--- src/rtl/iterative_divider.sv ---
// Unsigned restoring divider with val/rdy streams: one quotient bit per cycle.
// Result {quotient, remainder} is held in DONE until the consumer takes it.
module iterative_divider #(
  parameter int WIDTH = 32
) (
  input  logic                 clk,
  input  logic                 rst,
  input  logic [2*WIDTH-1:0]   istream_msg,
  input  logic                 istream_val,
  output logic                 istream_rdy,
  output logic [2*WIDTH-1:0]   ostream_msg,
  output logic                 ostream_val,
  input  logic                 ostream_rdy
);

  localparam int CW = $clog2(WIDTH);
  localparam logic [CW-1:0] LAST_CNT = CW'(WIDTH - 1);

  typedef enum logic [1:0] {
    IDLE = 2'd0,
    CALC = 2'd1,
    DONE = 2'd2
  } state_t;

  state_t             state_r;
  state_t             state_s;
  logic [WIDTH-1:0]   quo_r;
  logic [WIDTH-1:0]   dvs_r;
  logic [WIDTH-1:0]   rem_r;
  logic [CW-1:0]      cnt_r;
  logic [WIDTH:0]     shifted_s;
  logic [WIDTH:0]     trial_s;

  // Trial subtraction for the current iteration; a set MSB means it borrowed.
  always_comb begin
    shifted_s = {rem_r, quo_r[WIDTH-1]};
    trial_s   = shifted_s - {1'b0, dvs_r};
  end

  // Next-state logic of the control FSM.
  always_comb begin
    state_s = state_r;
    case (state_r)
      IDLE: begin
        if (istream_val) state_s = CALC;
        else             state_s = IDLE;
      end
      CALC: begin
        if (cnt_r == LAST_CNT) state_s = DONE;
        else                   state_s = CALC;
      end
      DONE: begin
        if (ostream_rdy) state_s = IDLE;
        else             state_s = DONE;
      end
      default: state_s = IDLE;
    endcase
  end

  // FSM state register.
  always_ff @(posedge clk or posedge rst) begin
    if (rst) state_r <= IDLE;
    else     state_r <= state_s;
  end

  // Datapath: operand capture on accept, one restoring step per CALC cycle.
  always_ff @(posedge clk or posedge rst) begin
    if (rst) begin
      quo_r <= {WIDTH{1'b0}};
      dvs_r <= {WIDTH{1'b0}};
      rem_r <= {WIDTH{1'b0}};
      cnt_r <= {CW{1'b0}};
    end else begin
      case (state_r)
        IDLE: begin
          if (istream_val) begin
            quo_r <= istream_msg[2*WIDTH-1:WIDTH];
            dvs_r <= istream_msg[WIDTH-1:0];
            rem_r <= {WIDTH{1'b0}};
            cnt_r <= {CW{1'b0}};
          end
        end
        CALC: begin
          // A non-borrowing trial always fits in WIDTH bits since rem < divisor.
          if (!trial_s[WIDTH]) begin
            rem_r <= trial_s[WIDTH-1:0];
            quo_r <= {quo_r[WIDTH-2:0], 1'b1};
          end else begin
            rem_r <= shifted_s[WIDTH-1:0];
            quo_r <= {quo_r[WIDTH-2:0], 1'b0};
          end
          cnt_r <= cnt_r + CW'(1);
        end
        default: ;
      endcase
    end
  end

  assign istream_rdy = (state_r == IDLE);
  assign ostream_val = (state_r == DONE);
  assign ostream_msg = {quo_r, rem_r};

endmodule

--- config.mk ---
export PLATFORM = sky130hd
export DESIGN_NAME = iterative_divider
export DESIGN_NICKNAME = d
export VERILOG_FILES = /design/src/rtl/iterative_divider.sv
export SDC_FILE = /design/constraint.sdc
export NUM_CORES = 1
export LEC_CHECK = 0
export ABC_AREA = 0
export BUFFER_PORTS_ARGS = -buffer_cell sky130_fd_sc_hd__buf_2
export CAP_MARGIN = 20
export CORE_ASPECT_RATIO = 0.7
export CORE_MARGIN = 1.5
export CORE_UTILIZATION = 50
export DETAILED_ROUTE_END_ITERATION = 8
export GPL_TIMING_DRIVEN = 0
export PLACE_DENSITY = 0.82
export SYNTH_ARGS = -nofsm -noshare
export SYNTH_HDL_FRONTEND = slang
export SYNTH_SLANG_ARGS = --single-unit
--- constraint.sdc ---
create_clock -name clk -period 2.8 [get_ports clk]
set_input_delay 0.14 -clock clk [delete_from_list [all_inputs] [get_ports clk]]
set_output_delay 0.14 -clock clk [all_outputs]
set_load 0.1 [all_outputs]
==> results of run 1 <==
==> registers in the layout (all words and copies together), names as in the netlist <==
signal and flops:
state_r 2, rem_r 32, dvs_r 32, cnt_r 5
quo_r 32
==> cells in the final DEF (no fill, tap or decap), drive strengths merged, types with 3 or more instances in the layout <==
cell / count
clkbuf: 36
buf: 152
xnor2: 15
a211oi: 4
nor2: 80
a2bb2oi: 8
nor2b: 5
o211ai: 3
a22oi: 4
nand3: 6
nand2b: 4
a21o: 13
o21ai: 95
inv: 46
a21oi: 32
o22ai: 31
dfrtp: 103
ha: 34
and2: 3
nand4: 6
dlygate4sd3: 28
o21bai: 4
mux2i: 18
nand2: 89
and3: 5
a31oi: 6
xor2: 15
nor3: 3
==> worst max-delay path, stage by stage, from the launching register on <==
cell and delay (ns):
dfrtp_2 0.42, inv_4 0.07, ha_4 0.13, inv_2 0.04, fa_2 0.36, a211oi_4 0.26, o211ai_2 0.17, a31oi_4 0.20
nor3b_2 0.09, nor3_4 0.25, xnor2_4 0.22, buf_8 0.21, mux2i_1 0.24, o21ai_1 0.08
==> worst paths after layout <==
| kind | to | cells after the start | slack, ns | from |
|---|---|---|---|---|
| setup / recovery | rem_r[20] | 13 | -0.08 | quo_r[31] |
| hold / removal | dvs_r[21] | 3 | 0.01 | istream_msg[21] |
| setup reg to reg | rem_r[20] | 13 | -0.08 | quo_r[31] |
| hold reg to reg | cnt_r[3] | 1 | 0.49 | cnt_r[3] |
| max in group asynchronous | rem_r[26] | 4 | 1.75 | rst |
| min in group asynchronous | quo_r[23] | 3 | 0.42 | rst |
==> final cells by class <==
cell class	count	area, sq um	share of cell area (%)
clock buffer	9	225	2.88
buffer	35	181	2.32
multi-input combinational	507	3290	42.1
tap	157	196	2.51
sequential	103	2610	33.4
timing repair buffer	172	1080	13.9
clock inverter	7	68.8	0.881
inverter	41	160	2.05
==> routing by layer <==
metal,vias to the layer above,part of all wire (%)
li1,2768,-
met1,2718,47
met2,251,43
met3,41,7.6
met4,0,2.8
met5,-,0
==> cells in the mapped netlist (all sizes together) (5+ instances only) <==
library cell	instances
nor2	80
a2bb2oi	8
a21o	13
a21oi	32
o22ai	31
nand2	89
xor2	15
xnor2	15
ha	34
nand3	6
a31oi	6
inv	41
clkbuf	26
nor2b	5
nand4	6
mux2i	18
o21ai	95
dfrtp	103
buf	9
and3	5
==> what timing repair did <==
action / 4_1_cts / 5_1_grt
gates cloned: 1 / 1
gates resized for setup: 21 / 12
pin swaps: 0 / 2
buffers inserted: 7 / 0
hold endpoints to repair: 54 / 0
hold buffers: 28 / 0
endpoints found under the setup margin: 32 / 33
==> metrics by stage <==
step	area, sq um	instances	setup TNS [ns]	hold slack [ns]
floorplan	6090	686	-1.67	0.245
global placement	6950	976	-2.98	0.337
detailed placement	6990	978	-5.29	0.275
CTS	7740	1030	-1.31	0.00691
global route	7810	1031	-5.40	0.0224
finish	7810	1031	-1.37	0.0144
==> logic make-up (layout without fill, tap and decap cells) <==
family / count (synthesis) / after routing / synth area share [%]
and+or+nand+nor: 206 / 206 / 14.6
buffers and inverters: 76 / 264 / 5.20
AOI/OAI and AO/OA: 218 / 218 / 22.5
adders and majority gates: 35 / 35 / 7.41
DFF: 103 / 103 / 42.9
xor gates and xnor gates: 30 / 30 / 4.50
muxes: 18 / 18 / 3.00
==> impl_metrics.csv, run 1 <==
group,metric,value,unit
run_status,status,"finished with violations",
run_status,violations,"setup timing",
critical_path,worst_setup_path_end_kind,"flop",
synthesis,netlist.area_leader.share,42.9,%
die,die_area,0.0127,sq mm
clock_tree,cts-htree-levels,3,
clock_tree,numCtsBuffers,9,
synthesis,synth_edf_count,0,
finish,diodes,0,
timing,drv_slew,0,
clock_tree,cts.clk_slew.worst_paths,0.07,ns
timing,period_share,103,%
grt,globalRouteTotalUtil,28.0,%
die,start_util,51.3,%
clock_tree,cts_buffer_depth,2,
run,max_cap_viol_count,0,
timing,period_minus_slack,2.88,ns
placed_design,place.gp.congestion,0.961,
synthesis,ys_seq_area_share,42.9,%
grt,antenna_found_initial,0,
clock_tree,insertion_delay,0.36,ns
timing,worst_slack,-0.0793,ns
grt,busiest_layer,"met2",
worst_hold_path,hold_path.class,"input port to flop",
finish,fill_cells,947,
grt,grt.met3_usage,6.17,%
finish,post_route_cells_drive_above_1_share,26.4,%
timing,rsz0062_at_grt,"true",
detailed_routing,wl_per_cell,16.7,um
synthesis,ys_types,57,
critical_path,start_kind,"flop",
synthesis,yosysWarnings,0,
timing,setup_violations,31,
timing,finClkSkew,0.00889,ns
timing,worstMarginPinSlew,0.872,ns
critical_path,worstSetupPathType,"flop to flop",
detailed_routing,viasPerCell,5.60,
synthesis,ys_ff_latch,103,
detailed_routing,drt-total-wl,17.2,mm
grt,grt_max_degree,43,
critical_path,crit_arrival,3.10,ns
synthesis,syn_inst,686,
detailed_routing,drt-initial-drc-count,508,
synthesis,syn_area_per_cell,8.76,sq um
finish,area_growth,29.9,%
placed_design,io_buffers,133,
detailed_routing,drc_errors,0,
grt,gr-usage-met2,42.7,%
die,die_width,134,um
detailed_routing,firstDrtPassIters,7,
finish,nNetsFinal,972,
die,io_pins,134,
clock_tree,cts_sinks,103,
critical_path,path_max_fanout,10,
placed_design,preCtsSetupSlack,-0.227,ns
placed_design,dp_hpwl,12.0,mm
synthesis,synth_nets,789,
timing,relSlewSlack,41.8,%
timing,finalHoldViolations,0,
synthesis,syn_area,0.00601,sq mm
clock_tree,cts_tree,"built",
clock_tree,cts_root_buf,"clkbuf_16",
detailed_routing,final_antenna_net_count,0,
synthesis,synth_top_area_cell,"dfrtp_1",
synthesis,ys_top_cells_by_area,"dfrtp_1, ha_1, nand2_1",
die,coreArea,0.0117,sq mm
grt,use_met1,39.2,%
synthesis,async_reset_ff_share,100,%
critical_path,cp.required,3.02,ns
detailed_routing,num_vias,5778,
grt,grt_remaining_overflow,0,
synthesis,ys.flop_type,"dfrtp_1",
die,rows,33,
die,die_y,94.7,um
finish,fin_util,66.6,%
grt,grt_pass1_vias,5477,
grt,grt_pass1_wl,27.8,mm
timing,max_freq,347,MHz
Power of run 1 is not shown: default switching activity piles up to over one toggle a cycle in this logic, so the estimate is an artifact.
==> run 2, diff against run 1 <==
REMOVE_ABC_BUFFERS = 1   (was not set)
SKIP_CTS_REPAIR_TIMING = 1   (was not set)
==> run 2 against run 1 <==
Net effect:
- the run ends with hold timing, setup timing left
- global-route usage fell by 3.2 points
- cell area fell by 4.2%
- setup slack got worse by 0.16 ns
- first-iteration DRC count fell by 12%
- non-clock buffer count fell by 55
- wire length fell by 7.7%
- register-to-register slack got worse by 0.16 ns
- count of clock-buffer cells in the layout rose by 3
- flip-flop and latch count did not move
- sequential share of layout area rose by 1.0 points
- critical endpoint is now rem_r[3]
- highest routed layer unchanged
==> impl_metrics.csv, run 2 (synthesis gave the netlist of run 1 again) <==
group,metric,value,unit
critical_path,r2r_end,"rem_r[3]",
run_status,status,"finished with violations",
grt,gr-usage-met2,37.2,%
finish,fill_cells,971,
grt,grt_max_degree,68,
timing,max_freq,329,MHz
worst_hold_path,hold_path.class,"input port to flop",
timing,worst_slack,-0.242,ns
timing,finalHoldViolations,9,
clock_tree,cts_sinks,103,
critical_path,path_cells,"inv_2, ha_4, inv_2, fa_2, a211oi_2, o211ai_2, a31oi_4, nor3b_2, nor3_4, xnor2_4, clkbuf_16, mux2i_1, o21ai_1",
detailed_routing,drt-total-wl,15.8,mm
grt,grt_pass1_wl,25.0,mm
grt,globalRouteTotalUtil,24.8,%
detailed_routing,firstDrtPassIters,5,
run_status,violations,"hold timing, setup timing",
detailed_routing,wl_per_cell,16.2,um
detailed_routing,num_vias,5428,
timing,setup_violations,33,
die,rows,33,
critical_path,slowest_delay,0.39,ns
timing,finClkSkew,0.0123,ns
grt,busiest_layer,"met2",
critical_path,cp.required,3.02,ns
die,coreArea,0.0117,sq mm
critical_path,cp_slowest_cell,"dfrtp_1",
clock_tree,cts_buffer_depth,2,
timing,rsz0062_at_grt,"true",
die,io_pins,134,
finish,stdcell_area,0.00748,sq mm
grt,grt.met3_usage,4.46,%
timing,worstMarginPinSlew,0.992,ns
critical_path,worstReg2RegStart,"quo_r[31]",
detailed_routing,drc_errors,0,
grt,antenna_found_initial,0,
finish,area_growth,24.4,%
die,start_util,51.3,%
grt,grt_pass1_vias,4945,
critical_path,startpoint,"quo_r[31]",
run,max_cap_viol_count,0,
critical_path,worst_setup_path_end_kind,"flop",
critical_path,path_max_fanout,12,
finish,nNetsFinal,917,
placed_design,io_buffers,133,
critical_path,rr_worst_depth,13,
clock_tree,numCtsBuffers,9,
finish,reg_top3,"dvs_r x32, quo_r x32, rem_r x32",
detailed_routing,final_antenna_net_count,0,
clock_tree,cts_tree,"built",
finish,post_route_cells_drive_above_1_share,24.7,%
clock_tree,insertion_delay,0.35,ns
grt,grt_remaining_overflow,0,
die,die_area,0.0127,sq mm
clock_tree,cts_root_buf,"clkbuf_16",
placed_design,place.gp.congestion,0.876,
critical_path,cp-endpoint,"rem_r[3]",
timing,relSlewSlack,33.7,%
finish,fin_util,63.8,%
grt,use_met1,37.2,%
finish,multi_input_area,0.00329,sq mm
critical_path,crit_top_cell,"inv_2",
finish,diodes,0,
clock_tree,cts.clk_slew.worst_paths,0.07,ns
timing,period_share,109,%
clock_tree,cts-htree-levels,3,
die,die_width,134,um
timing,fin_setup_tns,-5.98,ns
finish,layout_commonest_cell,"buf_2",
detailed_routing,viasPerCell,5.56,
placed_design,dp_hpwl,10.8,mm
timing,drv_slew,0,
timing,period_minus_slack,3.04,ns
critical_path,rrSetupSlack,-0.24,ns
critical_path,crit_arrival,3.27,ns
die,die_y,94.7,um
timing,holdWs,-0.0114,ns
detailed_routing,drt-initial-drc-count,446,
placed_design,placed_area,0.00687,sq mm
finish,final_cell_mix,"buf_2, dfrtp_1, nand2_1",
finish,ff_latch_area,0.00258,sq mm
critical_path,start_kind,"flop",
critical_path,worstSetupPathType,"flop to flop",
## run 2: worst max-delay path: cells and delay by family (launching register included)
kind	cells	cell delay (ns)
adder cells (fa/ha/maj)	2	0.51
flip-flops	1	0.39
buffers and inverters	3	0.41
XOR/XNOR	1	0.23
AND/OR/NAND/NOR	2	0.34
multiplexers	1	0.20
AO/OA/AOI/OAI	4	0.84
## run 2: worst min-delay path by stage
stage	startpoint	endpoint	slack (ns)	depth (start not counted)
6_report	istream_msg[29]	dvs_r[29]	-0.01	3
5_1_grt	istream_msg[17]	dvs_r[17]	0.0005	3
4_1_cts	rst	quo_r[14]	-0.17	2
3_5_place_dp	rst	quo_r[14]	0.21	2
3_3_place_gp	istream_msg[25]	dvs_r[25]	0.34	3
2_1_floorplan	istream_msg[0]	dvs_r[0]	0.25	2
## run 2: stage by stage
step | instances | setup slack (ns)
2_1_floorplan | 651 | -1.89
3_3_place_gp | 941 | -2.65
3_5_place_dp | 947 | -0.718
4_1_cts | 963 | -0.731
5_1_grt | 976 | -0.330
6_report | 976 | -0.242
## run 2: cell type report
class                   count  area share [%]
flip-flops and latches    103            34.5
well taps                 157            2.63
multi-input cells         507            44.0
repair buffers            152            12.6
clock buffers              12            3.56
inverters                  41            2.09
clock inverters             4           0.702
## run 2: routing by layer
layer / vias up / share of wire, %
li1: 2657 / -
met2: 150 / 44
met3: 19 / 4.1
met5: - / 0
met1: 2602 / 50
met4: 0 / 1.4
Power of run 2 is left out for the same reason.
